## src/rtl/arb_pkg.sv

```systemverilog
// arb_pkg: shared FSM state type and source select constants for arb_2x1_rr.
package arb_pkg;
   typedef enum logic [1:0] {IDLE = 2'd0, LOCK_A = 2'd1, LOCK_B = 2'd2} state_t;
   localparam logic SRC_A = 1'b0;
   localparam logic SRC_B = 1'b1;
endpackage

```

## src/rtl/rr_grant2.sv

```systemverilog
// rr_grant2: combinational two-way round-robin grant; prio names the favoured source on contention.
module rr_grant2 (
   input  logic [1:0] valid,
   input  logic       prio,
   output logic [1:0] grant
);
   assign grant[0] = valid[0] & (!valid[1] | !prio);
   assign grant[1] = valid[1] & (!valid[0] | prio);
endmodule

```

## src/rtl/arb_2x1_rr.sv

```systemverilog
// arb_2x1_rr: two-input round-robin valid/ready arbiter with registered output beat and select.
// Define ARB_2X1_LOCK_EN to hold the grant for a whole packet using a_last/b_last.
module arb_2x1_rr
   import arb_pkg::*;
#(
   parameter int W = 4
) (
   input  logic         clk,
   input  logic         rst_n,
   input  logic         a_valid,
   input  logic [W-1:0] a_data,
   output logic         a_ready,
   input  logic         b_valid,
   input  logic [W-1:0] b_data,
   output logic         b_ready,
`ifdef ARB_2X1_LOCK_EN
   input  logic         a_last,
   input  logic         b_last,
`endif
   output logic         y_valid,
   output logic [W-1:0] y_data,
   output logic         y_src,
   input  logic         y_ready
);
   logic       load;
   logic       prio;
   logic       rotate;
   logic [1:0] req;
   logic [1:0] grant;

   assign load = !y_valid | y_ready;

`ifdef ARB_2X1_LOCK_EN
   state_t state, state_nx;
   // A locked packet masks the other source out of arbitration entirely
   assign req    = {b_valid & (state != LOCK_A), a_valid & (state != LOCK_B)};
   assign rotate = (a_ready & a_last) | (b_ready & b_last);
   always_ff @(posedge clk)
      if (!rst_n) state <= IDLE;
      else state <= state_nx;
   always_comb begin
      state_nx = state;
      if (a_ready) state_nx = a_last ? IDLE : LOCK_A;
      else if (b_ready) state_nx = b_last ? IDLE : LOCK_B;
   end
`else
   assign req    = {b_valid, a_valid};
   assign rotate = a_ready | b_ready;
`endif

   rr_grant2 u_grant (.valid(req), .prio(prio), .grant(grant));

   assign a_ready = rst_n & load & grant[0];
   assign b_ready = rst_n & load & grant[1];

   always_ff @(posedge clk)
      if (!rst_n) begin
         y_valid <= 1'b0;
         y_data  <= '0;
         y_src   <= SRC_A;
         prio    <= 1'b0;
      end else if (load) begin
         y_valid <= a_ready | b_ready;
         if (a_ready | b_ready) begin
            y_data <= b_ready ? b_data : a_data;
            y_src  <= b_ready ? SRC_B : SRC_A;
         end
         if (rotate) prio <= a_ready;
      end
endmodule
```

## config.mk

```make
export PLATFORM = sky130hd
export DESIGN_NAME = arb_2x1_rr
export DESIGN_NICKNAME = d
export VERILOG_FILES = /design/src/rtl/arb_pkg.sv /design/src/rtl/rr_grant2.sv /design/src/rtl/arb_2x1_rr.sv
export SDC_FILE = /design/constraint.sdc
export NUM_CORES = 1
export LEC_CHECK = 0
export CAP_MARGIN = 20
export CORE_AREA = 5 5 42 44
export DETAILED_ROUTE_END_ITERATION = 6
export DIE_AREA = 0 0 47 49
export HOLD_SLACK_MARGIN = 0.15
export PLACE_DENSITY_LB_ADDON = 0.15
export SLEW_MARGIN = 10
export SYNTH_ARGS = -nofsm -noshare
export SYNTH_HDL_FRONTEND = slang
export SYNTH_HIERARCHICAL = 1
export SYNTH_SLANG_ARGS = --single-unit
```

## constraint.sdc

```tcl
create_clock -name clk -period 1.88 [get_ports clk]
set_input_delay 0.47 -clock clk [delete_from_list [all_inputs] [get_ports clk]]
set_output_delay 0.47 -clock clk [all_outputs]
set_load 0.05 [all_outputs]
```

* Word level (Yosys, flattened, before mapping)
Index checks and enable logic that the tools add are counted.
** Storage, ports and cells
- Output and inout port bits :: 8
- ROM bits :: 0
- Bits in writable memories :: 0
- Register bits after elaboration :: 7
- Logic and storage cells :: 20
- Memories kept :: 0
- Latch bits :: 0
** Cells by class
- Multipliers :: 0
- Muxes and demuxes :: 2
- Shift operators :: 0
- Order comparisons :: 0
- $add $sub $neg :: 0
- Bitwise operators :: 9
- Divide/modulo/power cells :: 0
- Equality and inequality tests :: 0
- Reduce and logical (&&, ||, !) cells :: 5
** Operators with widths (number)
- AND 1 bit :: 5
- zero test 1 bit :: 4
- two-way mux 4 bit :: 1
- OR 1 bit :: 4
- AND reduction 2 bit :: 1
- two-way mux 1 bit :: 1

* Depth between registers and ports, before layout
Gate-level depths: netlist of run 1.
- Depth after elaboration :: 6
- Depth in mapped cells :: 6
- Gate-level depth less buffers :: 5

* By module
The synthesis of run 1 kept the hierarchy.
** Modules (own cells, without submodules)
- arb_2x1_rr :: sequential area each 140.1 µm², cells each 35, area each 330.3 µm², times used 1
- rr_grant2 :: sequential area each 0.0 µm², cells each 3, area each 18.8 µm², times used 1

* Worst setup path before layout of run 1
Ideal clock, no wire load.
- Path type :: input -> output
- From :: input a_valid
- To :: output a_ready
- Stages :: 2
- Path buffers :: 0
- Data arrival time :: 1.246 ns
- Path slack :: 0.164 ns
- Required time :: 1.410 ns
- Cells stage by stage :: a21boi_1 -> and3_2
** Between the ends
- Cells in the longest elaborated chain, start to end :: 2
** Ends and longest elaborated chain
- from (decl) :: RTL line arb_2x1_rr.sv:10 : input logic a_valid,
- AND 1 bit :: RTL line rr_grant2.sv:7 : assign grant[0] = valid[0] & (!valid[1] | !prio);
- AND 1 bit :: RTL line arb_2x1_rr.sv:53 : assign a_ready = rst_n & load & grant[0];
- to (decl) :: RTL line arb_2x1_rr.sv:12 : output logic a_ready,
Every way passes these cells.

* Final worst setup path of run 1
- From :: input rst_n
- To :: output a_ready
** Between the ends
- Cells in the longest elaborated chain, start to end :: 2
** Ends and longest elaborated chain
- from (decl) :: RTL line arb_2x1_rr.sv:9 : input logic rst_n,
- AND 1 bit (2 in series) :: RTL line arb_2x1_rr.sv:53
Every way passes these cells.

==> results by group, run 1 <==
Routing
  – Vias: 389
  – Residual DRC count: 0
  – DRT Pass-1 Iters: 2
  – Vias per cell: 4.52
  – WL final: 965 um
  – Iteration-0 DRC count of the detailed router: 5
  – Routed WL per cell: 11.2 um
  – Detail Route Antenna Nets: 0

Power
  – Pwr dens: 729 mW/mm^2
  – VDD IR-drop max: 0.328 mV
  – Power Total: 499 uW
  – Static leakage: 0.312 nW

Floorplanning
  – Core Rows: 14
  – Ports: 21
  – Die area: 0.00230 mm^2
  – Core footprint: 0.00140 mm^2
  – Initial Util: 0.249
  – Die Ht: 49 um
  – Die W: 47 um

Timing
  – Worst-Margin Slew: 0.312 ns
  – Fin crit share: 0.946
  – Fin worst setup slack: 0.101 ns
  – Final max-slew violation count: 0
  – Relative slew slack: 0.791
  – Final Hold Vio Count: 0
  – Maximum clock rate: 562 MHz
  – Unrepaired setup endpoints after global routing: no
  – Worst Skew: 0.00951 ns
  – Hold_ws: 0.487 ns
  – Final setup violation count: 0
  – Final Critical Period: 1.78 ns

Global route
  – Initial antenna violation count: 0
  – Vias in the first global route: 390
  – Largest net degree at the start of global routing: 9
  – Total GRT Usage: 0.103
  – First-pass GRT wire length: 1.70 mm
  – Grt total ovfl: 0

Worst setup path
  – Worst path depth: 3
  – CP startpoint kind: primary input
  – CP max stage cell: clkdlybuf4s50_1
  – Worst r2r path cells: 7
  – Crit path max-delay family: buffers and inverters
  – Critical path cell sequence: clkdlybuf4s50_1 -> and3_4 -> buf_12
  – Buffers & Inverters on Critical Path: 2
  – Nature of the critical path endpoint: output pin
  – CP max FO: 3
  – WS Path Type: primary input to output pin
  – Worst path max stage delay: 0.50 ns
  – CP arrival: 1.31 ns
  – Data required, critical path: 1.41 ns

Clock tree
  – Clock Path Buffers: 2
  – Reg clk slew, reported paths: 0.05 ns
  – Hold_buf cts: 0
  – H-tree depth: 1
  – Clk sinks: 7
  – CTS root buf: clkbuf_4
  – Worst skew pair latency: 0.25 ns
  – CTS Buf Count: 3
  – CTS tree: built

Cells and area
  – Final layout net count: 84
  – Fin area: 684 um^2
  – P&R area growth vs syn: 96.1%
  – Share of post-route cells with drive strength above 1: 0.429
  – Ant diodes: 0

Logic synthesis
  – Commonest cells in the netlist: dfxtp_1, nor2_1, a21boi_0, a2bb2oi_1, o221a_2
  – Post-Synthesis Cells: 38
  – Count leader, synth: dfxtp_1
  – Post-synthesis sequential area ratio: 0.401
  – Post-Synthesis Net Count: 51
  – Synthesized flop and latch total: 7
  – Leading area contributor after synthesis: dfxtp_1
  – Synth warnings: 6
  – Top_reg_cell synth: dfxtp_1
  – Syn Area/Cell: 9.19 um^2
  – Area contributors post-synth: dfxtp_1, o221a_2, a2bb2oi_1
  – Yosys top cell area share: 0.401
  – Number of enable flip-flop cells after synthesis: 0
  – Fraction of registers with async set/reset: 0
  – Post-Syn Area: 349 um^2
  – Netlist cell types: 18

Placement
  – Number of port buffers: 20
  – Place WS: -0.107 ns
  – Placement Cell Area: 612 um^2
  – GPL Wtd Cong: 0.689
  – Hpwl dp: 769 um

Min path
  – Hold depth: 2
  – Hold/Removal Path Class: flop to flop

Run status
  – Status: finished, final reports clean

Run
  – Number of max-cap violations: 0
-- final cells by class --
type	instances	area [um^2]
clock buffers	4	26.3
fillers	142	717
inverters	3	11.3
multi-input cells	27	214
flip-flops and latches	7	140
well taps	16	20.0
repair buffers	29	273
-- report_power, final --
part           switching (mW)  internal (mW)
registers             0.00912          0.164
clock network          0.0584         0.0812
logic                  0.0969         0.0898
-- timing repair --
action / CTS / global route
pin swaps: 1 / 0
endpoints found under the setup margin: 2 / 2
setup buffers: 2 / 1
resized for setup: 7 / 1
-- logic make-up (layout without fill, tap and decap cells) --
family,Yosys count,after routing,share of synthesized area
buffers and inverters,4,36,0.0538
and+or+nand+nor,12,12,0.179
DFF,7,7,0.401
AOI/OAI and AO/OA,15,15,0.366
-- layer usage --
layer	up-vias	GRT usage	wire length (um)
li1	203	-	-
met1	175	0.128	408
met2	11	0.140	463
met3	0	0.0517	93
met4	0	0.0553	0
met5	-	0	0
-- worst paths after layout --
check	from	to	slack [ns]
worst max-delay path	rst_n	a_ready	0.10
worst min-delay path	y_src$_SDFFE_PN0P_	y_src$_SDFFE_PN0P_	0.49
worst max register to register	prio$_SDFFE_PN0P_	y_data[3]$_SDFFE_PN0P_	0.42
worst min register to register	y_src$_SDFFE_PN0P_	y_src$_SDFFE_PN0P_	0.49
-- placed cells by master (no fill, tap or decap), drive strengths merged --
master	synthesis	final
o221a	4	4
dlymetal6s2s	0	1
buf	1	17
inv	3	3
nor2	5	5
o31a	1	1
dlygate4sd2	0	2
dfxtp	7	7
nor2b	1	1
nand2b	1	1
a2bb2oi	3	3
nand2	2	2
or2b	1	1
o21ai	2	2
and3	2	2
a21boi	5	5
clkbuf	0	4
clkdlybuf4s50	0	9
-- stage by stage --
step	setup TNS, ns	cells	util
final	0	86	0.488
after global routing	0	86	0.488
after CTS	0	85	0.481
after detailed placement	-0.408	79	0.437
after global placement	-0.356	79	0.437
after floorplan	0	38	-
-- worst reg2reg max path: stages, from the launching register on --
cell	delay (ns)
dfxtp_1	0.36
inv_1	0.07
a21boi_2	0.13
buf_4	0.12
buf_4	0.13
or2b_1	0.23
o31a_1	0.10
o221a_1	0.21
-- sequential cells by signal (all words and copies together) (netlist names) --
| name | count |
|---|---|
| prio | 1 |
| y_data | 4 |
| y_src | 1 |
| y_valid | 1 |
Note: power is estimated with default switching activity, not from simulation.
==> inputs of run 2 (changes only) <==
--- a/config.mk
+++ b/config.mk
@@ -9,6 +9,7 @@
 export CORE_AREA = 5 5 42 44
 export DETAILED_ROUTE_END_ITERATION = 6
 export DIE_AREA = 0 0 47 49
+export GPL_TIMING_DRIVEN = 0
 export HOLD_SLACK_MARGIN = 0.15
 export PLACE_DENSITY_LB_ADDON = 0.15
 export SLEW_MARGIN = 10
==> constraint.sdc (replaced) <==
create_clock -name clk -period 1.75 [get_ports clk]
set_input_delay 0.4375 -clock clk [delete_from_list [all_inputs] [get_ports clk]]
set_output_delay 0.4375 -clock clk [all_outputs]
set_load 0.05 [all_outputs]
==> run 2 against run 1 <==
Compared with the run above:
- core utilization fell by 4.2 points
- sequential power rose by 8%
- design area fell by 8.6%
- setup slack got worse by 0.034 ns
- non-clock buffer count fell by 6
- hold slack got worse by 0.0045 ns
- power rose by 2.2%
- critical path type unchanged
- largest power group is now registers
==> results by group, run 2 (synthesis gave the netlist of run 1 again) <==
Placement
  – Hpwl dp: 695 um (-9.7%)
  – GPL Wtd Cong: 0.637 (-7.5%)
  – Number of port buffers: 20 (unchanged)
  – Place WS: -1.13 ns (-1.03 ns)

Cells and area
  – FF+latch area: 141 um^2 (+0.89%)
  – P&R area growth vs syn: 79.2%
  – Largest reg by FF count: y_data
  – Final layout net count: 78 (-7.1%)
  – Most frequent cells in the layout: dlygate4sd2_1, clkdlybuf4s50_1, dfxtp_1
  – Filler cells: 160 (+13%)
  – Largest register FFs: 4 (unchanged)
  – Ant diodes: 0 (unchanged)
  – Commonest non-fill, non-tap cell in the layout: dlygate4sd2_1
  – Area of the multi-input gates: 214 um^2 (unchanged)
  – Share of post-route cells with drive strength above 1: 0.297 (-0.132)

Floorplanning
  – Ports: 21 (unchanged)
  – Core footprint: 0.00140 mm^2 (unchanged)
  – Die area: 0.00230 mm^2 (unchanged)
  – Core Rows: 14 (unchanged)
  – Die W: 47 um (unchanged)
  – Initial Util: 0.249 (unchanged)
  – Die Ht: 49 um (unchanged)

Power
  – Pwr dens: 815 mW/mm^2 (+12%)
  – Static leakage: 0.288 nW (-7.7%)
  – VDD IR-drop max: 0.370 mV (+13%)

Timing
  – Final setup violation count: 0 (unchanged)
  – Worst Skew: 0.00323 ns (-0.00628 ns)
  – Fin worst setup slack: 0.0671 ns (-0.0341 ns)
  – Relative slew slack: 0.677 (-0.114)
  – Hold_ws: 0.483 ns (-0.00451 ns)
  – Unrepaired setup endpoints after global routing: no
  – Final Critical Period: 1.68 ns
  – Worst-Margin Slew: 0.487 ns (+0.174 ns)
  – Fin crit share: 0.962
  – Maximum clock rate: 594 MHz
  – Total Neg Setup Slack: 0 ns (unchanged)
  – Final Hold Vio Count: 0 (unchanged)
  – Final max-slew violation count: 0 (unchanged)

Min path
  – Hold/Removal Path Class: flop to flop

Worst setup path
  – CP max stage cell: dlygate4sd2_1
  – Crit path max-delay family: buffers and inverters
  – WS Path Type: primary input to output pin
  – Buffers & Inverters on Critical Path: 3 (+1)
  – Data required, critical path: 1.31 ns (-0.10 ns)
  – Worst path max stage delay: 0.24 ns (-0.26 ns)
  – Critical path cell sequence: dlygate4sd2_1 -> a21boi_1 -> buf_4 -> and3_4 -> buf_8
  – CP arrival: 1.25 ns (-0.06 ns)
  – CP startpoint kind: primary input
  – CP max FO: 2 (-1)
  – Nature of the critical path endpoint: output pin

Global route
  – Vias in the first global route: 373 (-4.4%)
  – Grt total ovfl: 0 (unchanged)
  – Largest net degree at the start of global routing: 10 (+1)
  – Initial antenna violation count: 0 (unchanged)
  – First-pass GRT wire length: 1.55 mm (-9.0%)
  – Total GRT Usage: 0.0946 (-0.00847)

Clock tree
  – H-tree depth: 1 (unchanged)
  – Hold_buf cts: 0 (unchanged)
  – Worst skew pair latency: 0.25 ns (about the same)
  – Clock Path Buffers: 2 (unchanged)
  – CTS tree: built
  – CTS root buf: clkbuf_4
  – CTS Buf Count: 3 (unchanged)
  – Clk sinks: 7 (unchanged)
  – Reg clk slew, reported paths: 0.05 ns (about the same)

Routing
  – Routed WL per cell: 11.6 um (+3.4%)
  – Residual DRC count: 0 (unchanged)
  – Vias: 374 (-3.9%)
  – Iteration-0 DRC count of the detailed router: 0 (-5)
  – DRT Pass-1 Iters: 1 (-1)
  – Detail Route Antenna Nets: 0 (unchanged)
  – WL final: 928 um (-3.8%)
  – Vias per cell: 4.68 (+3.4%)

Run
  – Number of max-cap violations: 0 (unchanged)

Run status
  – Status: finished, final reports clean
-- run 2: cell count changes in the layout (fill, tap and decap cells not counted), moves of 2 or more --
cell	delta
a21boi_2	-2
buf_12	-2
buf_4	-12
dlygate4sd2_1	+7
-- run 2: final timing paths --
kind / from / to / slack [ns] / cells after the start
setup / recovery: a_valid / b_ready / 0.07 / 5
hold / removal: y_src$_SDFFE_PN0P_ / y_src$_SDFFE_PN0P_ / 0.48 / 2
setup reg to reg: prio$_SDFFE_PN0P_ / y_data[3]$_SDFFE_PN0P_ / 0.30 / 7
hold reg to reg: y_src$_SDFFE_PN0P_ / y_src$_SDFFE_PN0P_ / 0.48 / 2
-- run 2: final cells by class --
class / instances / share of cell area
well taps: 16 / 0.0320
flip-flops and latches: 7 / 0.226
multi-input cells: 27 / 0.342
plain buffers: 1 / 0.0120
repair buffers: 22 / 0.328
inverters: 3 / 0.0180
clock buffers: 4 / 0.0420
-- run 2: routing by layer --
| layer | routed length, um | up-vias | global-route usage |
|---|---|---|---|
| met2 | 437 | 13 | 0.138 |
| met5 | 0 | - | 0 |
| met3 | 71 | 2 | 0.0554 |
| met4 | 9 | 0 | 0.0415 |
| met1 | 410 | 166 | 0.108 |
| li1 | - | 193 | - |
-- run 2: tightest hold or removal path, delay by kind of cell, from the launching register on --
| family | cells | cell delay, ns |
|---|---|---|
| compound gates | 2 | 0.13 |
| flops | 1 | 0.30 |
-- run 2: repair_timing --
action                                  CTS  global route
gates cloned                              0             0
endpoints found under the setup margin   12             1
buffers inserted                          2             0
pin swaps                                 1             0
gates resized for setup                  29             3
-- run 2: through the flow --
stage | std cells | util | total power [mW] | area [um^2]
4_1_cts | 80 | 0.448 | 0.520 | 628
6_report | 80 | 0.446 | 0.510 | 626
3_5_place_dp | 74 | 0.406 | 0.366 | 569
2_1_floorplan | 38 | - | 0.295 | 349
3_3_place_gp | 74 | 0.406 | 0.367 | 569
5_1_grt | 80 | 0.446 | 0.539 | 626
-- run 2: report_power, final --
| group | internal, mW | total [mW] | switching [mW] |
|---|---|---|---|
| combinational | 0.0765 | 0.177 | 0.101 |
| sequential | 0.176 | 0.186 | 0.00987 |
| clock | 0.0870 | 0.146 | 0.0593 |
